File: config.mk
export PLATFORM = sky130hd
export DESIGN_NAME = control_sequencer
export DESIGN_NICKNAME = d
export VERILOG_FILES = /design/src/rtl/control_sequencer.sv
export SDC_FILE = /design/constraint.sdc
export NUM_CORES = 1
export LEC_CHECK = 0
export ABC_AREA = 1
export CAP_MARGIN = 20
export CELL_PAD_IN_SITES_DETAIL_PLACEMENT = 1
export CELL_PAD_IN_SITES_GLOBAL_PLACEMENT = 1
export CORE_UTILIZATION = 21
export DETAILED_ROUTE_END_ITERATION = 10
export GPL_TIMING_DRIVEN = 1
export PLACE_DENSITY_LB_ADDON = 0.3
export SYNTH_ARGS = -nofsm -noshare
export SYNTH_HDL_FRONTEND = slang
export SYNTH_SLANG_ARGS = --single-unit
File: constraint.sdc
create_clock -name Clock -period 1.6 [get_ports Clock]
set_clock_uncertainty 0.1 [all_clocks]
set_input_delay 0.32 -clock Clock [delete_from_list [all_inputs] [get_ports Clock]]
set_output_delay 0.32 -clock Clock [all_outputs]
set_load 0.1 [all_outputs]
File: src/rtl/control_sequencer.sv
// Hardwired control unit: steps T0..T7 per instruction and decodes datapath strobes
// from the current step and the opcode captured when fetch finishes.
module control_sequencer (
  input  logic        Clock,
  input  logic        Reset,
  input  logic [31:0] IR,
  input  logic        CON,
  input  logic        Stop,
  output logic        PCout,
  output logic        Zlowout,
  output logic        Zhighout,
  output logic        MDRout,
  output logic        MARin,
  output logic        Zin,
  output logic        PCin,
  output logic        MDRin,
  output logic        IRin,
  output logic        Yin,
  output logic        IncPC,
  output logic        Read,
  output logic        Write,
  output logic        CONin,
  output logic        Gra,
  output logic        Grb,
  output logic        Grc,
  output logic        Rin,
  output logic        Rout,
  output logic        BAout,
  output logic        Cout,
  output logic [3:0]  ALUop,
  output logic        Run,
  output logic [3:0]  Present_state
);

  typedef enum logic [3:0] {
    T0   = 4'd0,
    T1   = 4'd1,
    T2   = 4'd2,
    T3   = 4'd3,
    T4   = 4'd4,
    T5   = 4'd5,
    T6   = 4'd6,
    T7   = 4'd7,
    HALT = 4'd15
  } state_t;

  localparam logic [4:0] OP_LD   = 5'b00000;
  localparam logic [4:0] OP_LDI  = 5'b00001;
  localparam logic [4:0] OP_ST   = 5'b00010;
  localparam logic [4:0] OP_ADD  = 5'b00011;
  localparam logic [4:0] OP_SUB  = 5'b00100;
  localparam logic [4:0] OP_AND  = 5'b00101;
  localparam logic [4:0] OP_OR   = 5'b00110;
  localparam logic [4:0] OP_ADDI = 5'b01100;
  localparam logic [4:0] OP_BR   = 5'b10010;
  localparam logic [4:0] OP_HALT = 5'b11011;

  state_t     state;
  state_t     done_state;
  logic [4:0] opcode;
  logic       unused_ir_bits;

  assign unused_ir_bits = ^IR[26:0];
  assign Present_state  = state;
  assign Run            = Reset | (state != HALT);

  // Every "return to T0" is diverted to HALT if a stop is pending on that edge.
  always_comb begin
    done_state = T0;
    if (Stop) done_state = HALT;
  end

  always_ff @(posedge Clock) begin
    if (Reset) begin
      state  <= T0;
      opcode <= OP_LD;
    end else begin
      unique case (state)
        T0: state <= T1;
        T1: state <= T2;
        T2: begin
          opcode <= IR[31:27];
          if (IR[31:27] == OP_HALT)
            state <= HALT;
          else if (IR[31:27] inside {OP_LD, OP_LDI, OP_ST, OP_ADD, OP_SUB,
                                     OP_AND, OP_OR, OP_ADDI, OP_BR})
            state <= T3;
          else
            state <= done_state;
        end
        T3: state <= T4;
        T4: state <= T5;
        T5: state <= (opcode inside {OP_LD, OP_ST, OP_BR}) ? T6 : done_state;
        T6: state <= (opcode inside {OP_LD, OP_ST}) ? T7 : done_state;
        T7: state <= done_state;
        default: state <= HALT;
      endcase
    end
  end

  always_comb begin
    PCout = 1'b0; Zlowout = 1'b0; Zhighout = 1'b0; MDRout = 1'b0; MARin = 1'b0;
    Zin = 1'b0; PCin = 1'b0; MDRin = 1'b0; IRin = 1'b0; Yin = 1'b0; IncPC = 1'b0;
    Read = 1'b0; Write = 1'b0; CONin = 1'b0; Gra = 1'b0; Grb = 1'b0; Grc = 1'b0;
    Rin = 1'b0; Rout = 1'b0; BAout = 1'b0; Cout = 1'b0;
    ALUop = 4'b0011;
    if (!Reset) begin
      unique case (state)
        T0: begin PCout = 1'b1; MARin = 1'b1; IncPC = 1'b1; Zin = 1'b1; end
        T1: begin Zlowout = 1'b1; PCin = 1'b1; Read = 1'b1; MDRin = 1'b1; end
        T2: begin MDRout = 1'b1; IRin = 1'b1; end
        T3: begin
          if (opcode inside {OP_LD, OP_LDI, OP_ST}) begin
            Grb = 1'b1; BAout = 1'b1; Yin = 1'b1;
          end else if (opcode == OP_BR) begin
            Gra = 1'b1; Rout = 1'b1; CONin = 1'b1;
          end else begin
            Grb = 1'b1; Rout = 1'b1; Yin = 1'b1;
          end
        end
        T4: begin
          if (opcode inside {OP_ADD, OP_SUB, OP_AND, OP_OR}) begin
            Grc = 1'b1; Rout = 1'b1; Zin = 1'b1; ALUop = opcode[3:0];
          end else if (opcode == OP_BR) begin
            PCout = 1'b1; Yin = 1'b1;
          end else begin
            Cout = 1'b1; Zin = 1'b1;
          end
        end
        T5: begin
          if (opcode inside {OP_LD, OP_ST}) begin
            Zlowout = 1'b1; MARin = 1'b1;
          end else if (opcode == OP_BR) begin
            Cout = 1'b1; Zin = 1'b1;
          end else begin
            Zlowout = 1'b1; Gra = 1'b1; Rin = 1'b1;
          end
        end
        T6: begin
          // A branch only reloads PC when the condition holds during this step.
          if (opcode == OP_LD) begin
            Read = 1'b1; MDRin = 1'b1;
          end else if (opcode == OP_ST) begin
            Gra = 1'b1; Rout = 1'b1; MDRin = 1'b1;
          end else if (CON) begin
            Zlowout = 1'b1; PCin = 1'b1;
          end
        end
        T7: begin
          if (opcode == OP_LD) begin
            MDRout = 1'b1; Gra = 1'b1; Rin = 1'b1;
          end else begin
            Write = 1'b1;
          end
        end
        default: ;
      endcase
    end
  end

endmodule

Word-level counts from Yosys, hierarchy flattened:

Index checks and enable logic that the tools add are counted.

* logic and storage cells: 106
* output and inout port bits: 30
* bits of input ports: 36
* flip-flop bits (word level): 9

* mux-type cells: 71
* bitwise gates (word level): 1
* reductions and logical operators: 8
* equal/unequal tests: 24

Operators with widths (number)
* two-way mux 1 bit: 49
* two-way mux 4 bit: 8
* one-hot mux 4 bit (8 select lines): 1
* == test 5 x 3 -> 1 bit (second input constant): 6
* == test 5 x 2 -> 1 bit (second input constant): 4
* one-hot mux 1 bit (2 select lines): 9
* == test 4 x 3 -> 1 bit (second input constant): 4
* == test 5 bit (second input constant): 3
* == test 5 x 1 -> 1 bit (second input constant): 2
* logical NOT 5 bit: 2
* one-hot mux 1 bit (3 select lines): 3
* nonzero test 9 bit: 1
* == test 4 x 2 -> 1 bit (second input constant): 2
* nonzero test 3 bit: 2
* == test 5 x 4 -> 1 bit (second input constant): 1
* == test 4 x 1 -> 1 bit (second input constant): 1
* logical NOT 4 bit: 1
* != test 4 bit (second input constant): 1
* one-hot mux 1 bit (4 select lines): 1
* nonzero test 4 bit: 1
* nonzero test 2 bit: 1
* OR 1 bit: 1

Longest topological paths before layout:

* depth after elaboration: 5
* depth in mapped cells: 9
* mapped depth without buffers: 9

Worst setup path after synthesis:

OpenSTA, ideal clock, no wires.

* kind: register -> output
* start: reg state[0], in the netlist Present_state[0]
* end: out BAout
* data arrival time: 4.213 ns
* data required time: 1.180 ns
* stages on the path, launching flop included: 5
* path buffers: 0
* setup slack: -3.033 ns
* path through: dfxtp_1 -> nand2_1 -> inv_2 -> nand2_1 -> nor4_1

* cells in the longest elaborated chain, start to end: 3

RTL lines
* from (decl): RTL line 58 `state_t state;`
* from (signal assigned): RTL line 89 `state <= done_state;`
* from (signal assigned): RTL line 93 `T5: state <= (opcode inside {OP_LD, OP_ST, OP_BR}) ? T6 : done_state;`
* from (signal assigned): RTL line 94 `T6: state <= (opcode inside {OP_LD, OP_ST}) ? T7 : done_state;`
* == test 4 x 2 -> 1 bit: RTL line 108 `unique case (state)`
* two-way mux 1 bit: RTL line 108
* two-way mux 1 bit: RTL line 107 `if (!Reset) begin`
* to (decl): RTL line 28 `output logic BAout,`

No other way between the ends.

Worst setup path in the final report:

* start: reg state[1], in the netlist Present_state[1]
* end: out Rin

* cells in the longest elaborated chain, start to end: 3
* elaborated cells between the ends (all ways): 4
* those cells by class: eq/ne (2); mux (2)

RTL lines
* == test 4 x 3 -> 1 bit: RTL line 108
* one-hot mux 1 bit (2 select lines) *: RTL line 108
* two-way mux 1 bit *: RTL line 107
* to (decl): RTL line 26 `output logic Rin,`

Mark *: on every way between the ends. The rest lies on a longest branch, timed or not.

==> run_results.csv <==
group,metric,value,unit
worst_setup_path,crit_path_end_kind,"primary output",
place,portBuffers,36,
place,place_congestion,0.8238,
timing,fin_crit,2084,ps
worst_setup_path,start_kind,"flop",
route,drc,0,
worst_setup_path,critPathTopFamily,"buffers and inverters",
worst_setup_path,slowest_delay,370,ps
power_and_ir_drop,p_leak,1.280,nW
die,die_x,67.73,um
route,firstDrtPassIters,4,
clock_tree,cts_tree,"yes",
timing,setup_violations,28,
timing,max_freq,479.8,MHz
place,dp_hpwl,3.881,mm
die,rows,23,
synth,synth.cell_area,907.1,um2
timing,grt_setup_unrepaired,"yes",
timing,setup_slack,-484.0,ps
worst_setup_path,critPathKind,"reg2out",
power_and_ir_drop,vdd_drop_max,1.248,mV
route,dr_total_vias,1684,
status,violations,"setup timing",
synth,yosysSeqAreaShare,0.1986,
worst_setup_path,r2r-end,"Present_state[1]",
synth,ys_warn_count,0,
worst_hold_path,whs_path_depth,3,
clock_tree,htree_levels,1,
power_and_ir_drop,p_per_area,2112,nW/um2
timing,timing.final.crit_share,1.303,
worst_setup_path,cp.depth,9,
final_layout,antennaDiodeCount,0,
synth,yosys_register_bits,9,
worst_setup_path,worst-path-buf-inv,4,
status,status,"complete, but fails checks",
route,drt-total-wl,7.649,mm
final_layout,final_cell_mix,"56 x buf_4, 31 x buf_12, 20 x nand2_1",
worst_setup_path,crit_chain,"inv_4, nand2_2, nor2_4, inv_2, nor2_4, nand2_2, buf_4, a21oi_4, buf_12",
die,initial_utilization,0.2220,
final_layout,layout.cells.non_filler,327,
worst_setup_path,crit_slowest_cell,"dfxtp_4",
route,wl_per_cell,23.39,um
clock_tree,clockRootBuffer,"clkbuf_8",
synth,postSynthCellCount,166,
clock_tree,cts_buffers,3,
worst_hold_path,hold_path_end,"Present_state[3]",
die,core,4086,um2
synth,syn_avg_cell_area,5.465,um2
power_and_ir_drop,power.total,6.093,mW
worst_hold_path,hp-start,"Reset",
flow_run,drv_cap,0,
worst_setup_path,r2r_start,"Present_state[0]",
global_route,antenna_found_initial,0,
global_route,grt-ovfl-total,0,
global_route,grt_pass1_wl,9.315,mm
worst_setup_path,required,1180,ps
die,die_y,67.73,um
die,pin_count,66,
place,placed_cells,305,
clock_tree,cts_max_path_buffers,2,
route,ant_nets,0,
global_route,grt_usage,0.2835,
route,viasPerCell,5.150,
final_layout,layout_commonest_cell,"buf_4",
clock_tree,cts_sinks,9,
worst_hold_path,hp-class,"in2reg",
final_layout,drive_gt1_frac,0.7617,
timing,finalHoldViolCount,0,
clock_tree,path_clk_slew,50,ps
worst_setup_path,ff2ff_path_depth,10,
global_route,grt_max_degree,14,
worst_setup_path,path_max_fanout,3,
final_layout,syn_to_final_growth,218.1,%
route,drt_iter0_markers,56,
die,dieArea,4587,um2
timing,final-max-slew-violation-count,0,
worst_setup_path,reg2reg_slack,-180,ps
final_layout,fin_nets,314,
clock_tree,insertion_delay,250,ps
global_route,grt_pass1_vias,1809,
synth,yosysUniqueCellTypes,26,
worst_setup_path,cp_data_arrival_time,1660,ps
[synthesized netlist by cell type]
master | count | share of area
nand4_1 | 2 | 0.014
a21oi_1 | 11 | 0.061
nand2_1 | 42 | 0.17
nand2_4 | 1 | 0.012
nor2_2 | 4 | 0.028
a31oi_1 | 1 | 0.0069
a21oi_2 | 2 | 0.019
conb_1 | 1 | 0.0041
nor2_1 | 21 | 0.087
clkinv_1 | 1 | 0.0041
nand3_2 | 1 | 0.011
inv_1 | 22 | 0.091
inv_2 | 8 | 0.033
nor3_1 | 2 | 0.011
nand3_1 | 16 | 0.088
buf_1 | 1 | 0.0041
buf_4 | 2 | 0.017
nor2_4 | 3 | 0.037
a21boi_1 | 1 | 0.0083
buf_2 | 1 | 0.0055
o31ai_1 | 1 | 0.0083
o21ai_1 | 5 | 0.028
nor4_1 | 2 | 0.014
o21ai_0 | 5 | 0.028
dfxtp_1 | 9 | 0.20
nand3b_1 | 1 | 0.0083
[tightest hold or removal path, cell delays in order]
cell     delay [ps]
buf_2           130
buf_12          190
a21oi_2          40
[cell families after synthesis]
group / count (synthesis) / synth area share
other: 1 / 0.004134
DFF: 9 / 0.1986
buffers and inverters: 35 / 0.1545
AOI/OAI and AO/OA: 26 / 0.1586
and+or+nand+nor: 95 / 0.4841
[report_power, final]
| part | leakage (nW) | switching [mW] | internal (mW) |
|---|---|---|---|
| combinational | 1.18 | 3.18 | 2.07 |
| sequential | 0.0801 | 0.192 | 0.358 |
| clock | 0.0228 | 0.114 | 0.176 |
[layer usage]
metal | wire length, um | GRT usage | vias to the layer above
met5 | 0 | 0 | -
met4 | 415 | 0.1250 | 0
met3 | 343 | 0.04223 | 33
met2 | 3990 | 0.5322 | 84
met1 | 2899 | 0.3075 | 814
li1 | - | - | 753
[worst max path at each step]
stage | endpoint | slack (ps) | from
6_report | Rin | -480 | Present_state[1]
5_1_grt | Rin | -530 | Present_state[1]
4_1_cts | Gra | -430 | opcode[3]
3_5_place_dp | Gra | -280 | opcode[2]
3_3_place_gp | Gra | -210 | opcode[2]
2_1_floorplan | Read | -980 | Present_state[2]
[area by class of cell]
class / instances / area [um2]
flip-flops and latches: 9 / 214.0
well taps: 50 / 62.56
multi-input cells: 123 / 1126
repair buffers: 110 / 1285
fillers: 430 / 1201
inverters: 31 / 152.6
clock buffers: 4 / 45.04
[repair_timing]
action | in CTS | in global routing
setup buffers | 13 | 10
setup endpoints to repair | 26 | 30
resized for setup | 59 | 35
pin swaps | 20 | 26
hold buffers | 0 | 0
hold endpoints to repair | 0 | 0
gates cloned | 0 | 0
[registers in the layout, indices dropped and copies added, names as in the netlist]
register       count
Present_state      4
opcode             5
[metrics by stage]
step	instance area [um2]	util	setup WS (ps)	hold WS [ps]	setup TNS, ps
2_1_floorplan	1270	-	-982.3	365.1	-11620
3_3_place_gp	2376	0.5814	-210.2	470.8	-2802
3_5_place_dp	2376	0.5814	-284.2	474.8	-4046
4_1_cts	2710	0.6632	-430.7	382.4	-7696
5_1_grt	2885	0.7061	-530.3	383.9	-10950
6_report	2885	0.7061	-484.0	366.3	-9655
Note: power is estimated with default switching activity, not from simulation.
